==> src/rtl/stud_audio_defs.vh <==
// Shared audio datapath defines: default sample width and a clog2 helper.
`ifndef STUD_AUDIO_DEFS_VH
`define STUD_AUDIO_DEFS_VH

`define STUD_AUDIO_WIDTH 16
`define STUD_CLOG2(x) ($clog2(x))

`endif

==> src/rtl/stud_delay_line_pkg.sv <==
// Shared constants and helpers for the stud_delay_line slice.
`include "stud_audio_defs.vh"

package stud_delay_line_pkg;

    localparam int unsigned StudAudioWidth = `STUD_AUDIO_WIDTH;
    localparam int unsigned StudDefaultDepth = 8;

    function automatic int unsigned stud_tap_w(input int unsigned depth);
        return `STUD_CLOG2(depth);
    endfunction

    function automatic int unsigned stud_cnt_w(input int unsigned depth);
        return `STUD_CLOG2(depth + 1);
    endfunction

endpackage

==> src/rtl/stud_dl_stage.sv <==
// One delay-line stage: WIDTH-bit sample register plus its valid flag.
module stud_dl_stage #(
    parameter int unsigned WIDTH = 16
) (
    input  logic             clk_i,
    input  logic             rst_n_i,
    input  logic             en_i,
    input  logic             clr_i,
    input  logic [WIDTH-1:0] data_i,
    input  logic             valid_i,
    output logic [WIDTH-1:0] data_o,
    output logic             valid_o
);

    logic [WIDTH-1:0] data_d, data_q;
    logic             vld_d, vld_q;

    always_comb begin
        data_d = data_q;
        vld_d  = vld_q;
        if (clr_i) begin
            data_d = '0;
            vld_d  = 1'b0;
        end else if (en_i) begin
            data_d = data_i;
            vld_d  = valid_i;
        end
    end

    always_ff @(posedge clk_i or negedge rst_n_i) begin
        if (!rst_n_i) begin
            data_q <= '0;
            vld_q  <= 1'b0;
        end else begin
            data_q <= data_d;
            vld_q  <= vld_d;
        end
    end

    assign data_o  = data_q;
    assign valid_o = vld_q;

endmodule

==> src/rtl/stud_delay_line.sv <==
// Enable-gated sample delay line with selectable output tap and fill tracking.
module stud_delay_line
    import stud_delay_line_pkg::*;
#(
    parameter int unsigned WIDTH = StudAudioWidth,
    parameter int unsigned DEPTH = StudDefaultDepth,
    parameter int unsigned TAP_W = 3,
    parameter int unsigned CNT_W = 4
) (
    input  logic             clk_i,
    input  logic             rst_n_i,
    input  logic             en_i,
    input  logic             clr_i,
    input  logic [WIDTH-1:0] data_i,
    input  logic             valid_i,
    input  logic [TAP_W-1:0] tap_i,
    output logic [WIDTH-1:0] data_o,
    output logic             valid_o,
    output logic [CNT_W-1:0] fill_o,
    output logic             primed_o
);

    localparam int unsigned NumTaps = 2 ** TAP_W;

    if (TAP_W != stud_tap_w(DEPTH)) begin : g_bad_tap_w
        $error("TAP_W must equal clog2(DEPTH)");
    end
    if (CNT_W != stud_cnt_w(DEPTH)) begin : g_bad_cnt_w
        $error("CNT_W must equal clog2(DEPTH+1)");
    end

    logic [WIDTH-1:0] stage_data [DEPTH];
    logic [DEPTH-1:0] stage_vld;

    for (genvar g = 0; g < DEPTH; g++) begin : g_stage
        logic [WIDTH-1:0] in_data;
        logic             in_vld;
        if (g == 0) begin : g_head
            assign in_data = data_i;
            assign in_vld  = valid_i;
        end else begin : g_link
            assign in_data = stage_data[g-1];
            assign in_vld  = stage_vld[g-1];
        end
        stud_dl_stage #(
            .WIDTH (WIDTH)
        ) u_stage (
            .clk_i   (clk_i),
            .rst_n_i (rst_n_i),
            .en_i    (en_i),
            .clr_i   (clr_i),
            .data_i  (in_data),
            .valid_i (in_vld),
            .data_o  (stage_data[g]),
            .valid_o (stage_vld[g])
        );
    end

    // Pad the mux out to every encodable tap so out-of-range taps read as zero.
    logic [WIDTH-1:0]   tap_data [NumTaps];
    logic [NumTaps-1:0] tap_vld;

    for (genvar t = 0; t < NumTaps; t++) begin : g_tap
        if (t < DEPTH) begin : g_real
            assign tap_data[t] = stage_data[t];
            assign tap_vld[t]  = stage_vld[t];
        end else begin : g_pad
            assign tap_data[t] = '0;
            assign tap_vld[t]  = 1'b0;
        end
    end

    assign data_o  = tap_data[tap_i];
    assign valid_o = tap_vld[tap_i];

    logic [CNT_W-1:0] fill_d, fill_q;

    always_comb begin
        fill_d = fill_q;
        if (clr_i) begin
            fill_d = '0;
        end else if (en_i) begin
            unique case ({valid_i, stage_vld[DEPTH-1]})
                2'b10:   fill_d = fill_q + 1'b1;
                2'b01:   fill_d = fill_q - 1'b1;
                default: fill_d = fill_q;
            endcase
        end
    end

    always_ff @(posedge clk_i or negedge rst_n_i) begin
        if (!rst_n_i) begin
            fill_q <= '0;
        end else begin
            fill_q <= fill_d;
        end
    end

    assign fill_o   = fill_q;
    assign primed_o = (fill_q == CNT_W'(DEPTH));

endmodule

==> config.mk <==
export PLATFORM = sky130hd
export DESIGN_NAME = stud_delay_line
export DESIGN_NICKNAME = d
export VERILOG_FILES = /design/src/rtl/stud_delay_line_pkg.sv /design/src/rtl/stud_dl_stage.sv /design/src/rtl/stud_delay_line.sv
export VERILOG_INCLUDE_DIRS = /design/src /design/src/rtl
export SDC_FILE = /design/constraint.sdc
export NUM_CORES = 1
export LEC_CHECK = 0
export ABC_AREA = 0
export CAP_MARGIN = 20
export CORE_MARGIN = 2
export CORE_UTILIZATION = 40
export DETAILED_ROUTE_END_ITERATION = 7
export GPL_TIMING_DRIVEN = 0
export PLACE_DENSITY_LB_ADDON = 0.08
export SETUP_SLACK_MARGIN = 0.15
export SYNTH_ARGS = -nofsm -noshare
export SYNTH_HDL_FRONTEND = slang
export SYNTH_SLANG_ARGS = --single-unit
export TNS_END_PERCENT = 5
==> constraint.sdc <==
create_clock -name clk_i -period 3.2 [get_ports clk_i]
set_input_delay 0.32 -clock clk_i [delete_from_list [all_inputs] [get_ports clk_i]]
set_output_delay 0.32 -clock clk_i [all_outputs]
set_load 0.02 [all_outputs]
==> results of run 1 <==
[worst max-delay path, cell delays in order]
cell	delay [ns]
buf_6	0.16
buf_6	0.21
buf_2	0.36
mux4_2	0.38
mux2_2	0.30
clkdlybuf4s50_1	0.55
[logic make-up after synthesis]
| kind of cell | after synthesis |
|---|---|
| fa+ha+maj | 2 |
| xor+xnor | 3 |
| simple gates | 145 |
| mux | 189 |
| compound gates | 6 |
| flops | 140 |
| buf+inv | 42 |
[cells in the final DEF (no fill, tap or decap), types with 4 or more instances in the layout]
cell type and n:
buf_6 4, mux4_2 29, buf_2 15, clkbuf_8 5
clkbuf_1 19, clkbuf_16 17, clkdlybuf4s50_1 40, mux2_4 5
mux4_1 5, dfrtp_1 140, mux2i_1 137, clkinv_2 6
nor2_1 139, buf_4 4, mux2_2 12
[sequential cells by signal, indices dropped and copies added, names as in the netlist]
name                     count
g_stage.u_stage.data_o     128
fill_o                       4
g_stage.u_stage.valid_o      8
[power by group through the flow]
stage	Clock (W)	Combinational, W	Sequential [W]
6_report	0.00182	0.000351	0.00182
5_1_grt	0.00196	0.000382	0.00183
4_1_cts	0.00186	0.000360	0.00182
3_5_place_dp	0	0.000358	0.00185
3_3_place_gp	0	0.000350	0.00185
2_1_floorplan	0	0.000208	0.00185
[metrics by stage]
stage	hold slack (ns)	instance area, um^2	power [W]
finish	0.3385	8053	0.003995
floorplan	0.02441	6785	0.002055
global route	0.3691	8053	0.004164
global placement	0.4982	7471	0.002205
detailed placement	0.4450	7500	0.002212
CTS	0.3368	8053	0.004048
[metal layers]
layer	wire length (um)	GRT usage, %
met1	7840	28.27
met2	8138	31.18
met3	578	4.195
met4	87	4.912
met5	0	0
[worst paths after layout]
| check | to | slack, ns | cells after the start |
|---|---|---|---|
| min in group asynchronous | g_stage[0].u_stage.data_o[15] | 0.54 | 2 |
| hold reg to reg | g_stage[7].u_stage.data_o[9] | 0.52 | 2 |
| setup reg to reg | fill_o[3] | 1.29 | 7 |
| hold / removal | fill_o[3] | 0.34 | 3 |
| max in group asynchronous | g_stage[2].u_stage.data_o[10] | 1.91 | 3 |
| setup / recovery | data_o[11] | 0.58 | 6 |
[cell type report]
type                            instances  area [um^2]  area share (%)
Buffer                                 42        247.7           3.076
Clock buffer                           25        505.5           6.277
Multi-Input combinational cell        345         3034           37.68
Timing Repair Buffer                   43        449.2           5.578
Sequential cell                       140         3503           43.51
Clock inverter                          7        37.54          0.4661
Tap cell                              220        275.3           3.418
==> key figures, run 1 <==
Outcome
  • Outcome: completed

Placement
  • Dpl ws: 0.5787 ns
  • GPL Wtd Cong: 0.7425
  • Detailed placement HPWL: 10.96 mm
  • Port Buf Inserts: 41
  • Dpl cells: 789

Die
  • # IOs: 46
  • Die Footprint: 0.01802 mm^2
  • Initial Utilization: 40.92%
  • Core ar.: 0.01658 mm^2
  • Die height: 134.2 um
  • Horiz. Die Dim: 134.2 um
  • Row cnt: 47

Logic synthesis
  • Register area share after synthesis: 51.63%
  • Top_reg_cell synth: dfrtp_1
  • Syn avg cell area: 12.88 um^2
  • Area contributors post-synth: dfrtp_1 (52%), mux2i_1 (20%), mux4_2 (9.6%), nor2_1 (7.7%), mux2_2 (2.0%)
  • Commonest cells in the netlist: dfrtp_1 (140), nor2_1 (139), mux2i_1 (137)
  • Yosys reg bits: 140
  • Ys Warns: 0
  • Adder-Cell Fraction of Synth Area: 0.3688%
  • Combinational family with the most area after synthesis: multiplexers
  • Area share of and/or/nand/nor cells after synthesis: 8.298%
  • Yosys top cell area share: 51.63%
  • Async set or reset register ratio after synthesis: 100.0%
  • Mapped cell area: 0.006785 mm^2
  • Synth Area in Compound Gates: 0.6270%
  • Post-Synth XOR/XNOR Area: 0.3872%
  • Distinct cells, synth: 27
  • Mux share of post-synthesis cell area: 35.04%
  • Cell taking the most area after synthesis: dfrtp_1
  • Syn_nets: 553
  • Post-synth EDFFs: 0
  • Syn Inst Count: 527
  • Most frequent cell after synthesis: dfrtp_1

Pwr
  • Int Pwr: 0.003029 W
  • Comb pwr share: 8.8%
  • Pleak: 3.957 nW
  • Switching power share of the total: 24.17%
  • Switching pwr: 0.0009657 W
  • Max IR drop VDD: 373.2 uV
  • Flop pwr share: 45.6%
  • PD cells: 496.1 mW/mm^2
  • Clk pwr share: 45.6%

Critical path
  • Element type at the critical path end: primary output
  • Crit Reg-Reg Startpoint: g_stage[7].u_stage.valid_o
  • CP startpoint: tap_i[1]
  • Crit path kind: in -> out
  • Critical path required time: 2.88 ns
  • CP startpoint kind: input pin
  • Crit path DAT: 2.30 ns
  • Crit-path max FO: 10

Clock network
  • CTS resizes: 0
  • Postcts setup bufs: 0
  • Htree depth: 4
  • Clk sinks: 140
  • Clock Latency Late Sink: 0.43 ns
  • Clock slew seen by the registers of the worst setup and hold paths: 0.06 ns
  • Clock root cell: clkbuf_16
  • CTS tree: done
  • Hold buffers post-CTS: 1
  • Clk buf depth: 2
  • CTS buffer count: 17

Routing
  • DR iter-0 viols: 209
  • DRT Pass-1 Iters: 4
  • Drt drc: 0
  • Final wirelength: 16.64 mm
  • Routed wire per std cell: 20.25 um
  • Drt via density: 5.213
  • ANT nets after route: 0
  • Vias post-DR: 4285

Timing
  • FMAX: 0.3817 GHz
  • Worst slew pin tran: 0.8025 ns
  • Fin. max-slew vios: 0
  • Clock skew: 0.01363 ns
  • Setup TNS: 0 ns
  • # setup viols final: 0
  • RSZ-0062 raised after global routing: false
  • Final period util: 81.88%
  • Max transition margin: 46.50%
  • Final WS setup: 0.5799 ns
  • Min Tclk post-route: 2.620 ns
  • Fin. Hold Viols: 0

Worst hold path
  • HP Start: clr_i
  • Hold Crit Class: in -> reg

Layout
  • Final #Nets: 615
  • Layout area overhead: 18.68%
  • ANT cells: 0
  • Layout Utilization: 48.56%
  • Fillers: 1513
  • Final non-filler cell total: 822
  • Fraction of layout cells with a size suffix above 1: 17.11%

Global route
  • Initial antenna violation count: 0
  • Pin count of the biggest net entering global routing: 85
  • GRT Util Overall: 19.83%
  • Vias in the first global route: 4531
  • First-pass GRT wire length: 26.70 mm
  • Total global routing overflow: 0

Flow run
  • Maxcap violations: 0
Note: power is estimated with default switching activity, not from simulation.
==> inputs of run 2 (changes only) <==
==> constraint.sdc (replaced) <==
create_clock -name clk_i -period 2.1 [get_ports clk_i]
set_input_delay 0.21 -clock clk_i [delete_from_list [all_inputs] [get_ports clk_i]]
set_output_delay 0.21 -clock clk_i [all_outputs]
set_load 0.02 [all_outputs]
==> run 2 against run 1 <==
Flip-flop and latch count stayed put. Non-clock buffer count is 7 higher. First-iteration DRC count is 5.3% higher. Clock skew is 0.0073 ns lower. Largest cell class unchanged.
==> key figures, run 2 (synthesis gave the netlist of run 1 again) <==
Outcome
  • Outcome: completed (unchanged)

Layout
  • Layout Utilization: 48.39% (was 48.56%)
  • Layout area overhead: 18.26% (was 18.68%)
  • Fillers: 1533 (was 1513)
  • Final non-filler cell total: 829 (was 822)
  • Final #Nets: 622 (was 615)
  • ANT cells: 0 (unchanged)
  • Most frequent cells in the layout: dfrtp_1 (140), nor2_1 (139), mux2i_1 (137) (unchanged)
  • Largest register FFs: 128 (unchanged)
  • Most common cell after layout, fill and taps aside: dfrtp_1 (unchanged)
  • Fraction of layout cells with a size suffix above 1: 21.51% (was 17.11%)

Critical path
  • Crit-path max FO: 3 (was 10)
  • Crit path kind: reg -> out (was in -> out)
  • Crit path DAT: 1.78 ns (was 2.30 ns)
  • Worst reg-to-reg setup slack: 0.19 ns (was 1.29 ns)
  • Element type at the critical path end: primary output (unchanged)
  • Critical path required time: 1.89 ns (was 2.88 ns)
  • CP startpoint kind: flop (was input pin)

Worst hold path
  • Hold Crit Class: in -> reg (unchanged)

Global route
  • First-pass GRT wire length: 27.10 mm (was 26.70 mm)
  • Total global routing overflow: 0 (unchanged)
  • Vias in the first global route: 4575 (was 4531)
  • Pin count of the biggest net entering global routing: 85 (unchanged)
  • GRT Util Overall: 20.13% (was 19.83%)
  • Initial antenna violation count: 0 (unchanged)

Placement
  • GPL Wtd Cong: 0.7425 (unchanged)
  • Detailed placement HPWL: 10.96 mm (unchanged)
  • Dpl cells: 789 (unchanged)
  • Port Buf Inserts: 41 (unchanged)

Clock network
  • Clk buf depth: 2 (unchanged)
  • Clock slew seen by the registers of the worst setup and hold paths: 0.06 ns (about the same)
  • Clk sinks: 140 (unchanged)
  • Clock root cell: clkbuf_16 (unchanged)
  • Htree depth: 4 (unchanged)
  • Clock Latency Late Sink: 0.42 ns (was 0.43 ns)
  • CTS buffer count: 17 (unchanged)
  • CTS tree: done (unchanged)

Routing
  • Final wirelength: 16.90 mm (was 16.64 mm)
  • ANT nets after route: 0 (unchanged)
  • Drt drc: 0 (unchanged)
  • DRT Pass-1 Iters: 4 (unchanged)
  • Drt via density: 5.189 (was 5.213)
  • DR iter-0 viols: 220 (was 209)
  • Routed wire per std cell: 20.39 um (was 20.25 um)
  • Vias post-DR: 4302 (was 4285)

Die
  • # IOs: 46 (unchanged)
  • Core ar.: 0.01658 mm^2 (unchanged)
  • Initial Utilization: 40.92% (unchanged)
  • Die height: 134.2 um (unchanged)
  • Horiz. Die Dim: 134.2 um (unchanged)
  • Row cnt: 47 (unchanged)
  • Die Footprint: 0.01802 mm^2 (unchanged)

Pwr
  • Pleak: 4.021 nW (was 3.957 nW)
  • Max IR drop VDD: 564.7 uV (was 373.2 uV)
  • PD cells: 759.7 mW/mm^2 (was 496.1 mW/mm^2)

Timing
  • Max transition margin: 46.29% (was 46.50%)
  • RSZ-0062 raised after global routing: true (was false)
  • Fin. max-slew vios: 0 (unchanged)
  • Final period util: 94.60%
  • Worst slew pin tran: 0.8056 ns (was 0.8025 ns)
  • Clock skew: 0.006287 ns (was 0.01363 ns)
  • Fin. Hold Viols: 0 (unchanged)
  • FMAX: 0.5034 GHz
  • # setup viols final: 0 (unchanged)
  • Min Tclk post-route: 1.987 ns

Flow run
  • Maxcap violations: 0 (unchanged)
## run 2: power breakdown
| part | switching [W] | total (W) | internal, W |
|---|---|---|---|
| logic | 0.000318 | 0.000541 | 0.000224 |
| registers | 0.0000382 | 0.00278 | 0.00274 |
| clock network | 0.00112 | 0.00278 | 0.00165 |
## run 2: layout make-up
class                      instances  area (um^2)  share of cell area, %
buffer                            42        254.0                  3.165
clock buffer                      25        505.5                  6.300
clock inverter                     7        37.54                 0.4678
multi-input combinational        345         3027                  37.72
sequential                       140         3503                  43.66
tap                              220        275.3                  3.431
timing repair buffer              50        421.7                  5.255
## run 2: through the flow
stage | total power, W | instance area (um^2) | setup WS [ns] | setup TNS, ns | hold WS [ns]
after CTS | 0.006171 | 8029 | 0.04793 | 0 | 0.2268
final | 0.006095 | 8024 | 0.1134 | 0 | 0.2358
after global routing | 0.006354 | 8024 | 0.06506 | 0 | 0.2591
after global placement | 0.003359 | 7471 | -4.855 | -682.81 | 0.4982
after detailed placement | 0.003371 | 7500 | -0.3013 | -4.457 | 0.3350
after floorplan | 0.003132 | 6785 | 0.3204 | 0 | -0.08559
## run 2: repair_timing
action	4_1_cts	5_1_grt
buffers inserted	7	0
gates cloned	0	0
hold buffers	1	0
endpoints found under the hold margin	83	0
endpoints found under the setup margin	18	18
resized for setup	71	7
## run 2: worst paths after layout
check	start	endpoint	cells past startpoint
worst max-delay path	g_stage[0].u_stage.data_o[10]	data_o[10]	3
worst min-delay path	clr_i	fill_o[3]	3
worst max register to register	g_stage[7].u_stage.valid_o	fill_o[3]	7
worst min register to register	g_stage[7].u_stage.data_o[7]	g_stage[7].u_stage.data_o[7]	2
max in group asynchronous	rst_n_i	g_stage[3].u_stage.data_o[13]	3
min in group asynchronous	rst_n_i	g_stage[0].u_stage.data_o[15]	2
## run 2: critical path, stage by stage (launching register included)
cell and delay (ns):
dfrtp_1 0.40, mux4_2 0.51, mux2_2 0.30, buf_2 0.16
## run 2: layer usage
layer  share of wire (%)  global-route usage, %  wire [um]
met5                   0                      0          0
met3                 2.9                  4.195        491
met2                  48                  31.72       8079
met1                  49                  28.70       8225
met4                0.63                  4.912        106
==> inputs of run 3 (changes only) <==
--- a/config.mk
+++ b/config.mk
@@ -11,9 +11,11 @@
 export CORE_MARGIN = 2
 export CORE_UTILIZATION = 40
 export DETAILED_ROUTE_END_ITERATION = 7
+export DONT_BUFFER_PORTS = 1
 export GPL_TIMING_DRIVEN = 0
 export PLACE_DENSITY_LB_ADDON = 0.08
 export SETUP_SLACK_MARGIN = 0.15
+export SLEW_MARGIN = 30
 export SYNTH_ARGS = -nofsm -noshare
 export SYNTH_HDL_FRONTEND = slang
 export SYNTH_SLANG_ARGS = --single-unit
==> run 3 against run 2 <==
Worst setup slack better by 0.057 ns. The flow now finishes with violations (negative hold slack). Global-route usage is 0.11 points lower. Sequential share of layout area is 0.66 points higher. Cell area is 1.5% lower. Wire length is 1.9% lower. Count of clock-buffer cells in the layout is 3 lower. Core utilization is 0.72 points lower. Largest cell class unchanged. Fmax is 2.9% higher. Cell count is 4.0% lower. Largest power group is now the clock network. Combinational power is 18% lower.
==> key figures, run 3 (synthesis gave the netlist of run 1 again) <==
Layout
  • Fillers: 1517 (was 1533)
  • Reg area: 0.003503 mm^2 (unchanged)
  • Fraction of layout cells with a size suffix above 1: 18.06% (was 21.51%)
  • Layout area overhead: 16.50% (was 18.26%)
  • Area of the multi-input gates: 0.003045 mm^2 (was 0.003027 mm^2)
  • Most frequent cells in the layout: dfrtp_1 (140), nor2_1 (139), mux2i_1 (137) (unchanged)
  • Most common cell after layout, fill and taps aside: dfrtp_1 (unchanged)
  • Largest register FFs: 128 (unchanged)
  • Final #Nets: 589 (was 622)
  • ANT cells: 0 (unchanged)

Timing
  • FMAX: 0.5181 GHz (was 0.5034 GHz)
  • Fin. max-slew vios: 0 (unchanged)
  • Clock skew: 0.007863 ns (was 0.006287 ns)
  • Worst slew pin tran: 0.7861 ns (was 0.8056 ns)
  • Setup TNS: 0 ns (unchanged)
  • RSZ-0062 raised after global routing: true (unchanged)
  • Fin. Hold Viols: 140 (was 0)
  • WHS: -0.5069 ns (was 0.2358 ns)
  • Final period util: 91.90% (was 94.60%)
  • Final WS setup: 0.1701 ns (was 0.1134 ns)
  • # setup viols final: 0 (unchanged)
  • Min Tclk post-route: 1.930 ns (was 1.987 ns)
  • Max transition margin: 47.59% (was 46.29%)

Outcome
  • Outcome: complete, but fails checks (was completed)
  • Failing checks: negative hold slack

Die
  • Initial Utilization: 40.92% (unchanged)
  • Core ar.: 0.01658 mm^2 (unchanged)
  • Die height: 134.2 um (unchanged)
  • Horiz. Die Dim: 134.2 um (unchanged)
  • # IOs: 46 (unchanged)
  • Row cnt: 47 (unchanged)
  • Die Footprint: 0.01802 mm^2 (unchanged)

Pwr
  • Pleak: 3.901 nW (was 4.021 nW)
  • PD cells: 832.0 mW/mm^2 (was 759.7 mW/mm^2)
  • Max IR drop VDD: 555.8 uV (was 564.7 uV)

Clock network
  • Htree depth: 4 (unchanged)
  • CTS buffer count: 17 (unchanged)
  • Clock root cell: clkbuf_16 (unchanged)
  • Hold buffers post-CTS: 17 (was 1)
  • Clock slew seen by the registers of the worst setup and hold paths: 0.06 ns (about the same)
  • Clk buf depth: 2 (unchanged)
  • Clk sinks: 140 (unchanged)
  • CTS tree: done (unchanged)
  • Clock Latency Late Sink: 0.41 ns (was 0.42 ns)
  • Postcts setup bufs: 0 (was 7)

Global route
  • GRT Util Overall: 20.02% (was 20.13%)
  • Total global routing overflow: 0 (unchanged)
  • Pin count of the biggest net entering global routing: 141 (was 85)
  • GR Layer Usage met2: 30.75% (was 31.72%)
  • Most crowded layer after global routing: met2 (unchanged)
  • First-pass GRT wire length: 26.68 mm (was 27.10 mm)
  • Initial antenna violation count: 0 (unchanged)
  • GR Util met3: 5.178% (was 4.195%)
  • M1 GR Usage: 28.78% (was 28.70%)
  • Vias in the first global route: 4470 (was 4575)

Critical path
  • Element type at the critical path end: primary output (unchanged)
  • Crit Reg-Reg Startpoint: g_stage[7].u_stage.valid_o (unchanged)
  • Crit-path max FO: 3 (unchanged)
  • Crit path DAT: 1.72 ns (was 1.78 ns)
  • CP startpoint kind: flop (unchanged)
  • Critical path required time: 1.89 ns (about the same)
  • CP startpoint: g_stage[0].u_stage.data_o[1] (was g_stage[0].u_stage.data_o[10])
  • Crit path kind: reg -> out (unchanged)

Routing
  • ANT nets after route: 0 (unchanged)
  • Final wirelength: 16.59 mm (was 16.90 mm)
  • Drt via density: 5.325 (was 5.189)
  • DR iter-0 viols: 241 (was 220)
  • Drt drc: 0 (unchanged)
  • Vias post-DR: 4239 (was 4302)
  • DRT Pass-1 Iters: 4 (unchanged)
  • Routed wire per std cell: 20.84 um (was 20.39 um)

Worst hold path
  • Hold Crit Class: in -> async (was in -> reg)

Placement
  • Detailed placement HPWL: 10.72 mm (was 10.96 mm)
  • GPL Wtd Cong: 0.7460 (was 0.7425)
  • Port Buf Inserts: 0 (was 41)
  • Dpl ws: 0.1843 ns (was -0.3013 ns)

Flow run
  • Maxcap violations: 0 (unchanged)
## run 3: cell count changes in the layout (fill, tap and decap cells not counted), sizes merged
cell,before,now
buf,50,25
clkdlybuf4s50,22,0
dlygate4sd3,1,17
bufinv,0,5
clkbuf,43,39
clkinv,6,2
clkinvlp,1,3
dlygate4sd2,1,0
## run 3: final timing paths
path / endpoint / slack, ns / depth (start not counted)
max: data_o[1] / 0.17 / 2
min: g_stage[5].u_stage.data_o[2] / -0.51 / 0
max reg2reg: fill_o[3] / 0.25 / 6
min reg2reg: g_stage[7].u_stage.data_o[1] / 0.52 / 2
max in group asynchronous: g_stage[4].u_stage.data_o[12] / 2.37 / 0
min in group clk_i: fill_o[2] / 0.05 / 2
## run 3: layout make-up
| class | instances | area share, % |
|---|---|---|
| flip-flops and latches | 140 | 44.32 |
| multi-input cells | 345 | 38.52 |
| clock buffers | 22 | 5.999 |
| well taps | 220 | 3.482 |
| plain buffers | 42 | 3.166 |
| clock inverters | 10 | 2.358 |
| repair buffers | 17 | 2.153 |
## run 3: repair_timing
| action | in CTS | in global routing |
|---|---|---|
| setup endpoints to repair | 2 | 3 |
| pin swaps | 0 | 1 |
| endpoints found under the hold margin | 157 | 140 |
| resized for setup | 1 | 2 |
## run 3: metal layers
layer	vias up	part of all wire, %
met5	-	0
met4	0	0.82
met3	11	3.9
met2	77	47
met1	2214	48
li1	1937	-
## run 3: critical path, stage by stage, from the launching register on
cell and delay, ns:
dfrtp_1 0.42, mux4_1 0.54, mux2_4 0.34
## run 3: metrics by stage
stage	hold WS [ns]	power, W	area [um^2]	cells	utilization (%)
final	-0.5069	0.006577	7905	796	47.67
after global routing	-0.5398	0.006826	7905	796	47.67
after CTS	-0.5360	0.006670	7898	796	47.62
after detailed placement	-0.07879	0.003256	7061	747	42.58
after global placement	-0.08056	0.003252	7061	747	42.58
after floorplan	-0.08559	0.003132	6785	527	-
## run 3: report_power, final
group / switching (W) / internal [W] / total, W
clock network: 0.00115 / 0.00220 / 0.00335
registers: 0.0000423 / 0.00274 / 0.00278
logic: 0.000255 / 0.000191 / 0.000446
total: 0.00144 / 0.00513 / 0.00658
==> patch 1 (flow settings as in run 3) <==
Put a register stage on the output `data_o`, with the module's reset. The value now appears one clock later. The other outputs are not delayed to match.
--- a/src/rtl/stud_delay_line.sv
+++ b/src/rtl/stud_delay_line.sv
@@ -21,6 +21,8 @@
 );
 
     localparam int unsigned NumTaps = 2 ** TAP_W;
+
+    logic [WIDTH-1:0] data_c;
 
     if (TAP_W != stud_tap_w(DEPTH)) begin : g_bad_tap_w
         $error("TAP_W must equal clog2(DEPTH)");
@@ -70,7 +72,7 @@
         end
     end
 
-    assign data_o  = tap_data[tap_i];
+    assign data_c  = tap_data[tap_i];
     assign valid_o = tap_vld[tap_i];
 
     logic [CNT_W-1:0] fill_d, fill_q;
@@ -99,5 +101,13 @@
     assign fill_o   = fill_q;
     assign primed_o = (fill_q == CNT_W'(DEPTH));
 
+    always_ff @(posedge clk_i or negedge rst_n_i) begin
+        if (!rst_n_i) begin
+            data_o <= '0;
+        end else begin
+            data_o <= data_c;
+        end
+    end
+
 endmodule
 
Behaviour: not the same (a bounded check fails within 4 cycles, from zero or initial values and one cycle with rst_n_i low).
==> patch 1 against run 3 <==
  * The flow still finishes with violations (negative hold slack)
  * Sequential share of layout area up 3.0 points
  * Wire length down 0.87%
  * Power increased by 0.27%
  * Sequential cell count up 16
  * Die area is 5.7% higher
  * Synthesized area increased by 5.9%
  * Cell area up 4.4%
  * Worst setup slack better by 0.027 ns
  * Combinational power decreased by 5.2%
  * Critical endpoint is now fill_o[3]
  * Largest cell class unchanged
  * Largest power group is now registers
==> patch 1: results (changes against run 3) <==
- The worst hold margin was -0.514 ns (-0.00660 ns).
* Fin Clk Skew: 0.00730 ns (-0.000561 ns)
- The layout cell share with drive strength beyond 1 came to 17.9% (-0.12 points).
* Library cell contributing the largest single delay on the critical path: sky130_fd_sc_hd__dfrtp_1
- The via-per-instance ratio came to 5.25 (-1.4%).
* Setup slack at placement: 0.165 ns (-0.0197 ns)
- The global-route total usage across every layer came to 18.2% (-1.8 points).
* Top cells by area, synth: sky130_fd_sc_hd__dfrtp_1 (54%), sky130_fd_sc_hd__mux2i_1 (19%), sky130_fd_sc_hd__mux4_2 (9.1%)
- Peak per-stage delay on the critical path: 0.42 ns (-0.12 ns)
* Layout clock buffers: 20 (-9.1%)
- Wire length of the first global-routing pass: 26700 µm (about the same)
- The number of DRC violations after detailed-routing iteration 0 is 280 (+16%).
* Most instantiated cells after synthesis: sky130_fd_sc_hd__dfrtp_1 (156), sky130_fd_sc_hd__nor2_1 (139), sky130_fd_sc_hd__mux2i_1 (137)
- Status: complete, but fails checks
- Sequential fraction of total cell area: 47.3% (+3.0 points)
* Crit path to: fill_o[3]
- The largest net degree at the start of global routing is 157 (+11%).
* Violated checks: negative hold slack
- Final Hold Vio Count: 156 (+11%)
- Post-Layout Cell Count: 820 (+3.0%)
- The via count of the first global-routing pass came to 4535 (+1.5%).
* Final Core Density: 46.4% (-1.3 points)
- The average instance area after synthesis is 13.2 µm² (+2.8%).
* Xor/xnor share of the synthesized area: 0.366% (-0.022 points)
* Area post-placement: 7470 µm² (+5.8%)
- The non-clock buffering overhead in the final layout is 5.07% (-0.25 points).
- Wire length after detailed routing: 16400 µm (-0.87%)
- Number of sinks handled by clock tree synthesis: 156 (+11%)
- The adder and majority cell fraction of the synthesized area came to 0.348% (-0.021 points).
* Crit path DAT: 2.20 ns (+0.48 ns)
- Share of the final layout cell area in multi-input gates: 37.1% (-1.5 points)
- Final critical delay including setup and external delays: 1.90 ns (-0.0268 ns)
- Cell leakage power: 4.10 nW (+5.0%)
* Share of the synthesized area in compound gates (AO/OA/AOI/OAI): 0.592% (-0.035 points)
- The estimated wirelength of the detail-placed design came to 10700 µm (-0.54%).
- Routability cong.: 0.771 (+3.4%)
* Fraction of area in clock buffers and inverters: 7.08% (-1.3 points)
- Number of tap cells inserted: 229 (+4.1%)
- Worst setup startpoint: g_stage[7].u_stage.valid_o
- The worst voltage drop across the vdd grid is 0.000568 V (+2.2%).
* Fill count: 1650 (+8.8%)
-- patch 1: changes by cell type in the layout (fill, tap and decap cells not counted), sizes merged --
cell      change
inv           +1
clkbuf        -2
clkinvlp      -1
dfrtp        +16
bufinv        -3
clkinv        +4
-- patch 1: where the power goes --
part	internal [W]	switching, W
Combinational	0.000190	0.000233
Sequential	0.00305	0.0000517
Clock	0.00183	0.00123
-- patch 1: critical path: cells and delay by family (launching register included) --
family,cells,cell delay (ns)
AOI/OAI and AO/OA,2,0.44
and+or+nand+nor,1,0.14
muxes,1,0.33
adders and majority gates,1,0.23
DFF,1,0.42
buffers and inverters,1,0.21
-- patch 1: repair_timing --
item                                    4_1_cts  5_1_grt
endpoints found under the setup margin        2        1
resized for setup                             1        2
hold endpoints to repair                    173      156
setup buffers                                 0        0
-- patch 1: per-layer routing --
metal  track usage, %  up-vias  routed length (µm)
met5                0        -                   0
met4             4.83        0                 161
met3             3.78       12                 461
met2             27.8       65                7740
met1             26.7     2265                8080
li1                 -     1965                   -
==> patch 2 (flow settings as in run 3) <==
Made on the original files. Add an input register stage for `en_i`, `clr_i`, `data_i`, `valid_i` and `tap_i`, without a reset; this delays them by one clock.
--- a/src/rtl/stud_delay_line.sv
+++ b/src/rtl/stud_delay_line.sv
@@ -22,6 +22,20 @@
 
     localparam int unsigned NumTaps = 2 ** TAP_W;
 
+    logic en_q;
+    logic clr_q;
+    logic [WIDTH-1:0] data_r;
+    logic valid_q;
+    logic [TAP_W-1:0] tap_q;
+
+    always_ff @(posedge clk_i) begin
+        en_q    <= en_i;
+        clr_q   <= clr_i;
+        data_r  <= data_i;
+        valid_q <= valid_i;
+        tap_q   <= tap_i;
+    end
+
     if (TAP_W != stud_tap_w(DEPTH)) begin : g_bad_tap_w
         $error("TAP_W must equal clog2(DEPTH)");
     end
@@ -36,8 +50,8 @@
         logic [WIDTH-1:0] in_data;
         logic             in_vld;
         if (g == 0) begin : g_head
-            assign in_data = data_i;
-            assign in_vld  = valid_i;
+            assign in_data = data_r;
+            assign in_vld  = valid_q;
         end else begin : g_link
             assign in_data = stage_data[g-1];
             assign in_vld  = stage_vld[g-1];
@@ -47,8 +61,8 @@
         ) u_stage (
             .clk_i   (clk_i),
             .rst_n_i (rst_n_i),
-            .en_i    (en_i),
-            .clr_i   (clr_i),
+            .en_i    (en_q),
+            .clr_i   (clr_q),
             .data_i  (in_data),
             .valid_i (in_vld),
             .data_o  (stage_data[g]),
@@ -70,17 +84,17 @@
         end
     end
 
-    assign data_o  = tap_data[tap_i];
-    assign valid_o = tap_vld[tap_i];
+    assign data_o  = tap_data[tap_q];
+    assign valid_o = tap_vld[tap_q];
 
     logic [CNT_W-1:0] fill_d, fill_q;
 
     always_comb begin
         fill_d = fill_q;
-        if (clr_i) begin
+        if (clr_q) begin
             fill_d = '0;
-        end else if (en_i) begin
-            unique case ({valid_i, stage_vld[DEPTH-1]})
+        end else if (en_q) begin
+            unique case ({valid_q, stage_vld[DEPTH-1]})
                 2'b10:   fill_d = fill_q + 1'b1;
                 2'b01:   fill_d = fill_q - 1'b1;
                 default: fill_d = fill_q;
Formal check against the unedited RTL: not equivalent (Yosys sat finds a counterexample within 4 cycles, from zero or initial values and one cycle with rst_n_i low).
==> patch 2 against run 3 <==
  * The run ends with negative hold slack, negative setup slack left
  * Final cell count increased by 5.0%
  * Fmax decreased by 8.8%
  * Cell area increased by 7.9%
  * Synthesized cell count increased by 4.2%
  * Clock power decreased by 6.3%
  * Power increased by 4.2%
  * Synthesized area increased by 6.5%
  * Wire length increased by 3.4%
  * Via count increased by 3.2%
  * Clock skew increased by 0.0013 ns
  * Sequential cell count increased by 22
  * Worst setup slack got worse by 0.19 ns
  * Critical path depth increased by 2
==> patch 2: results (changes against run 3) <==
* Status: complete, but fails checks
* Violated checks: negative hold slack, negative setup slack
* Wire length after detailed routing: 17200 µm (+3.4%)
* Smallest hold slack: -0.517 ns (-0.0103 ns)
- The met1 track demand over resource in global routing was 25.7% (-3.1 points).
* Dominant synthesized flop cell: sky130_fd_sc_hd__dfrtp_1
- Cell leakage power: 4.18 nW (+7.1%)
- Internal Dissipation: 0.00530 W (+3.2%)
* Peak ir drop on the vdd network: 0.000594 V (+6.9%)
- The sequential share of the synthesized area was 54.6% (+2.9 points).
- The maximum buffer depth of the clock tree is 2 (unchanged).
- Netlist cell types: 28 (+3.7%)
* Setup TNS: -0.0949 ns (-0.0949 ns)
* # diodes: 0 (unchanged)
- CTS Root Buffer Type: sky130_fd_sc_hd__clkbuf_16
- CTS Buf Count: 17 (unchanged)
* Top cells by area, synth: sky130_fd_sc_hd__dfrtp_1 (48%), sky130_fd_sc_hd__mux2i_1 (19%), sky130_fd_sc_hd__mux4_2 (9.0%)
- Clock transition at the registers of the reported paths: 0.06 ns (about the same)
- Async set-reset flop share out of synthesis: 86.4% (-14 points)
- Fraction of final layout cells sized beyond drive strength 1: 18.9% (+0.89 points)
- The synthesized net count is 575 (+4.0%).
- Deepest level of the CTS H-tree: 4 (unchanged)
* Hold-fix buffers, CTS: 22 (+5)
- Fill count: 1607 (+5.9%)
* Number of antenna violations at the first check in global routing: 0 (unchanged)
- Fin. max-slew vios: 0 (unchanged)
* Vias in the first global route: 4746 (+6.2%)
* Placed wire-length estimate after detailed placement: 11100 µm (+3.3%)
- Buffers on Ports: 0 (unchanged)
* Final Hold Vio Count: 140 (unchanged)
- The number of synthesis warnings came to 0 (unchanged).
* Max FFs per register: 128 (unchanged)
- The last weighted congestion value of the routability-driven placer came to 0.718 (-3.7%).
* GRT met3 Usage: 4.50% (-0.67 points)
- By count the netlist is led by sky130_fd_sc_hd__dfrtp_1 (140), sky130_fd_sc_hd__nor2_1 (139), sky130_fd_sc_hd__mux2i_1 (137).
* Largest net degree at the start of global routing: 141 (unchanged)
- Net count, final: 620 (+5.3%)
* Setup violators final: 9 (+9)
* Min setup slack post-route: -0.0160 ns (-0.186 ns)
- The first-pass GRT wire length is 27600 µm (+3.3%).
- Clock latency on the worst-skew pair, taken at its later pin, is 0.42 ns.
- The final clock skew is 0.00921 ns (+0.00135 ns).
- The worst hold path belongs to the class in2async.
- The arrival time of data at the critical path endpoint is 1.91 ns (+0.19 ns).
- The total number of vias came to 4373 (+3.2%).
* 1st-iter DRT viols: 244 (+1.2%)
* Measured slew at the worst slew-check pin: 0.672 ns (-0.114 ns)
- The met2 global-route usage was 31.1% (+0.36 points).
- The global-route total usage across every layer was 19.0% (-1.0 points).
- Pre-Repair DR Iteration Count: 4 (unchanged)
- The peak fanout along the critical path is 10 (+7).
## patch 2: layer usage
| layer | share of wire, % | wire, µm |
|---|---|---|
| met5 | 0 | 0 |
| met4 | 1.6 | 274 |
| met3 | 3.5 | 601 |
| met2 | 48 | 8310 |
| met1 | 46 | 7960 |
## patch 2: final timing paths
check	start	end	slack, ns	cells past startpoint
max in group asynchronous	rst_n_i	g_stage[5].u_stage.data_o[13]	2.41	0
worst min-delay path	rst_n_i	g_stage[6].u_stage.data_o[6]	-0.52	0
worst max register to register	g_stage[7].u_stage.valid_o	fill_o[3]	0.30	6
min in group clk_i	valid_i	g_stage[0].in_vld	0.33	1
worst min register to register	data_r[2]	g_stage[0].u_stage.data_o[2]	0.47	2
worst max-delay path	tap_q[0]	valid_o	-0.02	4
## patch 2: area by class of cell
type / instances / area, µm² / share of cell area [%]
timing repair buffer: 26 / 285 / 3.34
clock inverter: 10 / 134 / 1.57
multi-input combinational: 345 / 3100 / 36.4
tap: 229 / 287 / 3.36
clock buffer: 22 / 454 / 5.32
sequential: 162 / 3950 / 46.3
buffer: 42 / 322 / 3.77
## patch 2: logic make-up (layout without fill, tap and decap cells)
group	after synthesis	in the layout	synth area share [%]
multiplexers	189	189	32.9
flip-flops	162	162	54.6
AND/OR/NAND/NOR	145	145	7.79
buffers and inverters	42	100	3.43
AO/OA/AOI/OAI	6	6	0.589
XOR/XNOR	3	3	0.364
adder cells (fa/ha/maj)	2	2	0.346
## patch 2: critical path: stages (launching register included)
cell and delay (ns):
sky130_fd_sc_hd__dfxtp_2 0.34, sky130_fd_sc_hd__buf_12 0.15, sky130_fd_sc_hd__buf_12 0.17, sky130_fd_sc_hd__mux4_2 0.51
sky130_fd_sc_hd__mux2_4 0.32
## patch 2: metrics by stage
stage	setup WS (ns)	instance area [µm²]	total power, W	hold slack (ns)	instances
after floorplan	0.320	7230	0.00359	-0.0856	549
after global placement	0.0506	7510	0.00371	-0.0803	778
after detailed placement	0.0652	7510	0.00371	-0.0810	778
after CTS	-0.0581	8440	0.00691	-0.532	834
after global routing	-0.0954	8530	0.00712	-0.542	836
final	-0.0160	8530	0.00685	-0.517	836
## patch 2: what timing repair did
| item | 4_1_cts | 5_1_grt |
|---|---|---|
| pin swaps | 0 | 0 |
| buffers inserted | 2 | 0 |
| gates cloned | 0 | 2 |
| gates resized for setup | 34 | 15 |
| endpoints found under the hold margin | 162 | 140 |
| setup endpoints to repair | 18 | 58 |
## patch 2: power groups by stage
stage | sequential, W | combinational, W | clock (W)
after CTS | 0.00323 | 0.000482 | 0.00320
after global placement | 0.00328 | 0.000422 | 0
final | 0.00323 | 0.000488 | 0.00314
after floorplan | 0.00327 | 0.000317 | 0
after detailed placement | 0.00328 | 0.000428 | 0
after global routing | 0.00323 | 0.000525 | 0.00336
